[src/rtl/sort_pkg.sv]
// Shared types and constants for the sorted-frame drain block.
package sort_pkg;

    typedef enum logic {
        IDLE = 1'b0,
        SEND = 1'b1
    } state_t;

    localparam int DEF_N     = 6;
    localparam int DEF_WIDTH = 8;

    // Width of an index into an N-entry frame (at least one bit).
    function automatic int idx_w(input int n);
        return (n > 1) ? $clog2(n) : 1;
    endfunction

endpackage

[src/rtl/sort_order_chk.sv]
// Ordering monitor: flags any handshaken entry smaller than the previous one of the same frame.
module sort_order_chk #(
    parameter int WIDTH = 8
) (
    input  logic             clk,
    input  logic             rst_n,
    input  logic             handshake,
    input  logic             first,
    input  logic [WIDTH-1:0] data,
    output logic             err
);

    logic [WIDTH-1:0] prev_reg;
    logic             err_reg;

    always_ff @(posedge clk or negedge rst_n) begin
        if (!rst_n) begin
            prev_reg <= '0;
            err_reg  <= 1'b0;
        end else if (handshake) begin
            prev_reg <= data;
            if (!first && (data < prev_reg)) begin
                err_reg <= 1'b1;
            end
        end
    end

    assign err = err_reg;

endmodule

[src/rtl/sort_drain.sv]
// Holds one sorted frame and streams it out entry by entry over a valid/ready port.
// Optional ordering checker (order_err port) enabled by defining SORT_DRAIN_CHECK_EN.
module sort_drain
    import sort_pkg::*;
#(
    parameter int N     = DEF_N,
    parameter int WIDTH = DEF_WIDTH
) (
    input  logic                   clk,
    input  logic                   rst_n,
    input  logic                   load,
    input  logic [WIDTH-1:0]       data_in [N],
    output logic                   out_valid,
    input  logic                   out_ready,
    output logic [WIDTH-1:0]       out_data,
    output logic [idx_w(N)-1:0]    out_idx,
    output logic                   out_last,
    output logic                   busy,
    output logic                   overrun
`ifdef SORT_DRAIN_CHECK_EN
    ,
    output logic                   order_err
`endif
);

    localparam int             IW       = idx_w(N);
    localparam logic [IW-1:0]  LAST_IDX = IW'(N - 1);

    state_t           state_reg, state_next;
    logic [IW-1:0]    ptr_reg, ptr_next;
    logic             overrun_reg, overrun_next;
    logic             capture;
    logic             hs;
    logic             at_last;
    logic [WIDTH-1:0] buf_reg [N];

    assign hs      = out_valid && out_ready;
    assign at_last = (ptr_reg == LAST_IDX);

    always_ff @(posedge clk or negedge rst_n) begin
        if (!rst_n) begin
            state_reg   <= IDLE;
            ptr_reg     <= '0;
            overrun_reg <= 1'b0;
        end else begin
            state_reg   <= state_next;
            ptr_reg     <= ptr_next;
            overrun_reg <= overrun_next;
        end
    end

    always_ff @(posedge clk or negedge rst_n) begin
        if (!rst_n) begin
            for (int i = 0; i < N; i++) begin
                buf_reg[i] <= '0;
            end
        end else if (capture) begin
            for (int i = 0; i < N; i++) begin
                buf_reg[i] <= data_in[i];
            end
        end
    end

    always_comb begin
        state_next   = state_reg;
        ptr_next     = ptr_reg;
        overrun_next = overrun_reg;
        capture      = 1'b0;
        case (state_reg)
            IDLE: begin
                if (load) begin
                    capture      = 1'b1;
                    ptr_next     = '0;
                    overrun_next = 1'b0;
                    state_next   = SEND;
                end
            end
            SEND: begin
                if (hs && at_last) begin
                    // Final entry accepted: a coincident load chains straight into the next frame.
                    if (load) begin
                        capture      = 1'b1;
                        ptr_next     = '0;
                        overrun_next = 1'b0;
                    end else begin
                        state_next = IDLE;
                    end
                end else begin
                    if (hs) begin
                        ptr_next = ptr_reg + 1'b1;
                    end
                    if (load) begin
                        overrun_next = 1'b1;
                    end
                end
            end
            default: begin
                state_next = IDLE;
            end
        endcase
    end

    // Outputs come straight from registers; in IDLE ptr and buffer are untouched so data/idx hold.
    assign out_valid = (state_reg == SEND);
    assign busy      = (state_reg == SEND);
    assign out_data  = buf_reg[ptr_reg];
    assign out_idx   = ptr_reg;
    assign out_last  = out_valid && at_last;
    assign overrun   = overrun_reg;

`ifdef SORT_DRAIN_CHECK_EN
    sort_order_chk #(
        .WIDTH(WIDTH)
    ) u_order_chk (
        .clk       (clk),
        .rst_n     (rst_n),
        .handshake (hs),
        .first     (ptr_reg == '0),
        .data      (out_data),
        .err       (order_err)
    );
`endif

endmodule

[config.mk]
export PLATFORM = sky130hd
export DESIGN_NAME = sort_drain
export DESIGN_NICKNAME = d
export VERILOG_FILES = /design/src/rtl/sort_pkg.sv /design/src/rtl/sort_order_chk.sv /design/src/rtl/sort_drain.sv
export SDC_FILE = /design/constraint.sdc
export NUM_CORES = 1
export LEC_CHECK = 0
export CORE_AREA = 2 2 82 84
export DETAILED_ROUTE_END_ITERATION = 6
export DIE_AREA = 0 0 84 86
export HOLD_SLACK_MARGIN = 0.05
export PLACE_DENSITY = 0.63
export RECOVER_POWER = 100
export SYNTH_ARGS = -nofsm -noshare
export SYNTH_HDL_FRONTEND = slang
export SYNTH_SLANG_ARGS = --single-unit
[constraint.sdc]
create_clock -name clk -period 2.4 [get_ports clk]
set_input_delay 0.48 -clock clk [delete_from_list [all_inputs] [get_ports clk]]
set_output_delay 0.48 -clock clk [all_outputs]
set_load 0.05 [all_outputs]
==> results of run 1 <==
-- cell type report --
class / instances / area (µm²) / area share
Inverter: 1 / 3.754 / 0.001084
Clock inverter: 2 / 10.01 / 0.002891
Timing Repair Buffer: 75 / 804.5 / 0.2324
Tap cell: 77 / 96.34 / 0.02783
Sequential cell: 53 / 1326 / 0.3831
Multi-Input combinational cell: 111 / 1149 / 0.3318
Clock buffer: 6 / 72.57 / 0.02096
-- cells by family after synthesis --
logic type      Yosys count
compound gates           17
fa+ha+maj                 2
buf+inv                  14
flops                    53
mux                      74
simple gates             18
-- report_power, final --
group | total [µW] | switching [µW] | internal [µW]
clock | 478 | 276 | 203
sequential | 1570 | 251 | 1320
combinational | 2750 | 1380 | 1360
-- cells in the final DEF, fill, tap and decap left out, drive strengths merged --
cell type / instances
dlygate4sd3: 2
inv: 1
o2bb2ai: 1
ha: 2
nand2b: 1
clkinv: 2
o21ai: 1
nor2b: 2
o221ai: 8
mux2: 48
nand2: 2
buf: 16
a22o: 2
a21bo: 1
and3: 1
nand3: 2
clkdlybuf4s50: 53
dfrtp: 53
nor2: 2
mux2i: 26
a21boi: 1
a21o: 1
a21oi: 1
clkbuf: 10
a2bb2oi: 1
or3: 8
-- worst max path at each step --
stage	endpoint	slack [ns]
after floorplan	out_data[3]	-0.03
after global placement	buf_reg[23]$_DFFE_PN0P_	0.33
final	out_data[4]	0.15
after global routing	out_data[4]	0.02
after detailed placement	buf_reg[31]$_DFFE_PN0P_	0.32
after CTS	out_data[4]	0.12
-- metal layers --
metal,vias up,GRT usage
met4,0,0.05718
met3,9,0.03272
met5,-,0
met2,41,0.2335
met1,801,0.2172
li1,793,-
-- synthesized netlist by cell type, drive strengths merged --
library cell | number | area [µm²]
or3 | 8 | 50.05
and3 | 1 | 6.260
clkbuf | 2 | 7.510
mux2 | 48 | 540.5
buf | 11 | 87.57
a21oi | 1 | 5.000
ha | 2 | 25.02
a22o | 2 | 17.52
inv | 1 | 3.750
a21o | 1 | 7.510
o21ai | 1 | 5.000
a21boi | 1 | 11.26
nand2b | 1 | 6.260
a2bb2oi | 1 | 8.760
nand3 | 2 | 10.01
nor2b | 2 | 12.51
nand2 | 2 | 7.510
nor2 | 2 | 7.510
dfrtp | 53 | 1326
a21bo | 1 | 10.01
o2bb2ai | 1 | 8.760
o221ai | 8 | 70.07
mux2i | 26 | 260.3
-- stage by stage --
stage	std cells	total power (µW)	worst slack (ns)
final	325	4796	0.1515
after global routing	325	5097	0.01777
after CTS	325	4976	0.1163
after detailed placement	317	4495	0.3182
after global placement	317	4458	0.3252
after floorplan	178	3379	-0.02933
-- worst max-delay path: stages, from the launching register on --
cell and delay (ns):
dfrtp_1 0.57, nand2b_1 0.23, buf_2 0.25, o221ai_2 0.15, clkbuf_4 0.26
==> key figures, run 1 <==
Timing
  – Setup TNS: 0 ns
  – Final Hold Fails: 0
  – Tmin final: about 2.2 ns
  – Hold slack: between 0.4 and 0.5 ns
  – Fin. max-slew vios: 0
  – Post-route clock period utilization: 0.9369
  – Clock Skew: roughly 0.0066 ns
  – RSZ-0062 raised after global routing: false
  – Max Clock Freq: approximately 440 MHz
  – Final Setup Violations: 0
  – Slew at the pin closest to its max-slew limit: 1.277 ns
  – Slew headroom: 0.1486

Clock network
  – Clk slew on worst S/H paths: roughly 0.090 ns
  – Resized cells post-CTS: 0
  – Max Root-Sink Buffers: 2
  – Clk sinks: 53
  – Num CTS Buffers: 5
  – Hold-fix buffers, CTS: 0
  – H-tree Lvls: 2
  – Post CTS Setup Buffer Count: 0
  – Clk_lat worst skew: 0.30 ns
  – CTS Root Cell: clkbuf_8
  – CTS tree: built

Placed design
  – Count of buffers from port buffering: between 60 and 70
  – Dpl cell area: 0.003436 mm²
  – Final GP Congestion: roughly 0.75
  – DP HPWL: 3619 µm

Die
  – Die Wd: approximately 84 µm
  – Core Footprint: approximately 0.0063 mm²
  – Row Count: 29
  – Ports: 67
  – Die Span Y: 86 µm
  – Die area: about 0.0072 mm²
  – Initial Utilization: 0.3974

Power and ir drop
  – Pwr/cell area: roughly 1400 mW/mm²
  – Peak supply drop: between 800 and 900 µV
  – Lkg Pwr: 0.001475 µW

Worst setup path
  – Startpoint types: flop
  – R2R cell count: 6
  – Worst-path maximum fanout: 13
  – Crit path kind: reg2out
  – Worst setup path startpoint: out_idx[1]$_DFFE_PN0P_
  – R2r setup slk: 0.24 ns
  – Setup crit end kind: output port
  – Worst EP required: between 1.5 and 2 ns
  – RR Startpoint: out_idx[1]$_DFFE_PN0P_
  – Reg2reg end: buf_reg[21]$_DFFE_PN0P_
  – Crit path arrival time: approximately 1.8 ns

Finish
  – Max reg flops: 48
  – Nets: about 300
  – Area grow syn2layout: 38.77%
  – Final core utilization: 0.5515
  – Share of cells above drive strength 1: 0.2984
  – FILL cells: between 500 and 600
  – Post-Layout Inst Area: about 0.0035 mm²
  – Ant diodes: 0

Synthesis
  – Synth Cell Area: 0.002495 mm²
  – Post-Synth Adder-Cell Area: 0.01003
  – Synth Area in Compound Gates: 0.05767
  – Mapped Cells: 178
  – Synth unique cells: 28
  – Sequential area share after synthesis: 0.5316
  – Largest family of logic cells by synthesized area: multiplexers
  – Syn. warnings: 0
  – Yosys reg bits: 53
  – Mux cell area share after synthesis: 0.3210
  – Synth Area in XOR/XNOR: 0
  – Average size of a mapped cell: ~14 µm²
  – Syn nets: 232
  – Post-Synth Simple-Gate Area: 0.04012

Global route
  – Initial antenna violation count: 0
  – Pin count of the biggest net entering global routing: 54
  – Total congestion overflow: 0
  – First-pass GRT wire length: between 8000 and 9000 µm
  – Vias in the first global route: 1,724
  – Global-route usage over all layers: 0.1536

Detailed routing
  – Routed vias: ~1.6k
  – Met3 WL: 220 µm
  – DRT antenna net count: 0
  – Vias/cell: between 5 and 6
  – 1st-pass router iterations: 4
  – Detailed Route Iter0 Violations: between 70 and 80
  – Top sig layer: met4
  – M1 WL: 2483 µm
  – Routed length on met2: ~2300 µm
  – WL final: around 5100 µm
  – DRC viols: 0
  – DR WL/cell: around 16 µm

Flow run
  – Max-cap violations: 0

Min path
  – WHS Path Cells: 1
  – Worst-case hold path end point: buf_reg[17]$_DFFE_PN0P_
  – Hold_sp: buf_reg[17]$_DFFE_PN0P_
  – Hold Path Class: reg2reg

Run status
  – Outcome: finished, final reports clean
Power figures use the tool's default switching activity.
==> run 2, diff against run 1 <==
- CORE_AREA: 2 2 82 84 -> 2 2 70 99
- CTS_BUF_LIST: default -> sky130_fd_sc_hd__clkbuf_8
- DIE_AREA: 0 0 84 86 -> 0 0 72 101
- GPL_TIMING_DRIVEN: default -> 0
==> key figures, run 2 (same netlist as run 1, synthesis figures left out) <==
Clock network
  – Max Root-Sink Buffers: 2 (unchanged)
  – Clk sinks: 53 (unchanged)
  – Hold-fix buffers, CTS: 0 (unchanged)
  – Num CTS Buffers: 5 (unchanged)
  – CTS Root Cell: clkbuf_8
  – CTS tree: built
  – Clk slew on worst S/H paths: 0.09 ns (about the same)
  – H-tree Lvls: 2 (unchanged)
  – Clk_lat worst skew: 0.30 ns (about the same)

Timing
  – RSZ-0062 raised after global routing: false
  – Slew at the pin closest to its max-slew limit: 1.142 ns (-0.1355 ns)
  – Final Hold Fails: 0 (unchanged)
  – Final Setup Violations: 0 (unchanged)
  – Clock Skew: 0.006736 ns (+0.0001487 ns)
  – Hold slack: 0.3751 ns (-0.1202 ns)
  – Fin. max-slew vios: 0 (unchanged)
  – Post-route clock period utilization: 0.9629 (+0.02604)
  – Slew headroom: 0.2389 (+0.09034)
  – Tmin final: 2.311 ns (+0.06249 ns)
  – Max Clock Freq: 432.7 MHz (-2.7%)

Placed design
  – DP HPWL: 4146 µm (+15%)
  – Final GP Congestion: 0.7005 (-6.8%)
  – Count of buffers from port buffering: 66 (unchanged)
  – Dpl cells: 319 (+0.63%)

Global route
  – Pin count of the biggest net entering global routing: 34 (-37%)
  – Total congestion overflow: 0 (unchanged)
  – First-pass GRT wire length: 9177 µm (+5.6%)
  – Global-route usage over all layers: 0.1671 (+0.01349)
  – Vias in the first global route: 1,832 (+6.3%)
  – Initial antenna violation count: 0 (unchanged)

Worst setup path
  – WP depth: 6 (+2)
  – Crit path arrival time: 1.83 ns (+0.06 ns)
  – Worst setup path end: out_data[6]
  – Worst setup path startpoint: out_idx[0]$_DFFE_PN0P_
  – Critical path's slowest cell: dfrtp_1
  – Worst-path maximum fanout: 10 (-3)
  – CP Cell Sequence: buf_6 -> buf_8 -> mux2i_1 -> or3_1 -> o221ai_2 -> buf_2
  – RR Startpoint: out_idx[1]$_DFFE_PN0P_
  – CP delay by family, top: buffers and inverters
  – Startpoint types: flop
  – R2r setup slk: 0.17 ns (-0.07 ns)
  – Crit path kind: reg2out
  – WP buf/inv: 3 (+1)
  – R2R cell count: 8 (+2)
  – Max incr delay on CP: 0.40 ns (-0.17 ns)
  – Reg2reg end: buf_reg[10]$_DFFE_PN0P_
  – Worst EP required: 1.92 ns (about the same)
  – Setup crit end kind: output port

Detailed routing
  – Detailed Route Iter0 Violations: 90 (+15%)
  – WL final: 5586 µm (+9.6%)
  – Vias/cell: 5.236 (+3.5%)
  – DRC viols: 0 (unchanged)
  – 1st-pass router iterations: 4 (unchanged)
  – Routed vias: 1,707 (+3.8%)
  – DRT antenna net count: 0 (unchanged)
  – DR WL/cell: 17.13 µm (+9.3%)

Power and ir drop
  – Internal power: 2671 µW (-7.5%)
  – Power Total: 4601 µW (-4.1%)
  – Sequential Power Share: 0.342 (+0.014)
  – Sw power: 1930 µW (+1.2%)
  – Clock share of power: 0.111 (+0.011)
  – Peak supply drop: 486.3 µV (-44%)
  – Pwr/cell area: 1331 mW/mm² (-4.0%)
  – Lkg Pwr: 0.001463 µW (-0.85%)
  – Sw frac: 0.4195 (+0.02184)
  – Combinational share of power: 0.547 (-0.025)

Die
  – Die Wd: 72 µm (-14%)
  – Initial Utilization: 0.3876 (-0.009888)
  – Die area: 0.007272 mm² (+0.66%)
  – Row Count: 35 (+21%)
  – Core Footprint: 0.006437 mm² (+2.6%)
  – Die Span Y: 101 µm (+17%)
  – Ports: 67 (unchanged)

Finish
  – Non-Filler Instances: 326 (+0.31%)
  – Nets: 306 (+1.7%)
  – Final core utilization: 0.5372 (-0.01430)
  – Most frequent cells in the layout: dfrtp_1 (53), clkdlybuf4s50_1 (50), mux2_2 (39)
  – Most common cell after layout, fill and taps aside: dfrtp_1
  – Area grow syn2layout: 38.62%
  – Max reg flops: 48 (unchanged)
  – Ant diodes: 0 (unchanged)
  – Share of cells above drive strength 1: 0.3413 (+0.04288)
  – FILL cells: 569 (+7.8%)

Flow run
  – Max-cap violations: 0 (unchanged)

Min path
  – Hold Path Class: in2async

Run status
  – Outcome: finished, final reports clean
## run 2: changes by cell type in the layout (fill, tap and decap cells not counted), moves of 3 or more
cell             change
buf_2                +7
mux2i_1              -4
clkdlybuf4s50_1      -3
buf_12               -8
dlygate4sd3_1        +4
## run 2: repair_timing
| action | 4_1_cts | 5_1_grt |
|---|---|---|
| endpoints found under the hold margin | 0 | 0 |
| setup endpoints to repair | 9 | 18 |
| pin swaps | 0 | 1 |
| gates resized for setup | 57 | 12 |
| buffers inserted | 1 | 0 |
## run 2: final cells by class
class | count | area [µm²] | area share
multi-input combinational | 111 | 1206 | 0.3488
timing repair buffer | 68 | 629.4 | 0.1820
tap | 74 | 92.59 | 0.02677
sequential | 53 | 1326 | 0.3835
inverter | 1 | 3.754 | 0.001085
clock buffer | 6 | 82.58 | 0.02388
buffer | 12 | 110.1 | 0.03184
clock inverter | 1 | 7.507 | 0.002171
## run 2: worst min path at each step
stage                              end  slack (ns)  cells past startpoint
2_1_floorplan   buf_reg[0]$_DFFE_PN0P_        0.18                      0
3_5_place_dp   buf_reg[35]$_DFFE_PN0P_        0.48                      1
4_1_cts        buf_reg[35]$_DFFE_PN0P_        0.14                      1
5_1_grt        buf_reg[26]$_DFFE_PN0P_        0.47                      1
6_report           overrun$_DFFE_PN0P_        0.38                      1
3_3_place_gp   buf_reg[13]$_DFFE_PN0P_        0.47                      1
## run 2: stage by stage
stage / area, µm² / setup TNS, ns / setup slack (ns)
final: 3458 / 0 / 0.08900
after global routing: 3458 / 0 / 0.01523
after CTS: 3435 / 0 / 0.01144
after detailed placement: 3347 / -5.018 / -0.6242
after global placement: 3332 / -50.84 / -0.8745
after floorplan: 2579 / -0.1375 / -0.02933
## run 2: metal layers
metal  vias up  GRT usage  share of wire
met2        44     0.2963           0.53
met5         -          0              0
li1        798          -              -
met3         7    0.03200          0.043
met4         0    0.05370          0.015
met1       858     0.2021           0.41
## run 2: power by group through the flow
stage / registers (µW) / logic, µW / clock network [µW]
2_1_floorplan: 1600 / 1780 / 0
3_3_place_gp: 1570 / 2510 / 0
3_5_place_dp: 1580 / 2540 / 0
4_1_cts: 1570 / 2490 / 539
5_1_grt: 1630 / 2700 / 572
6_report: 1570 / 2520 / 512
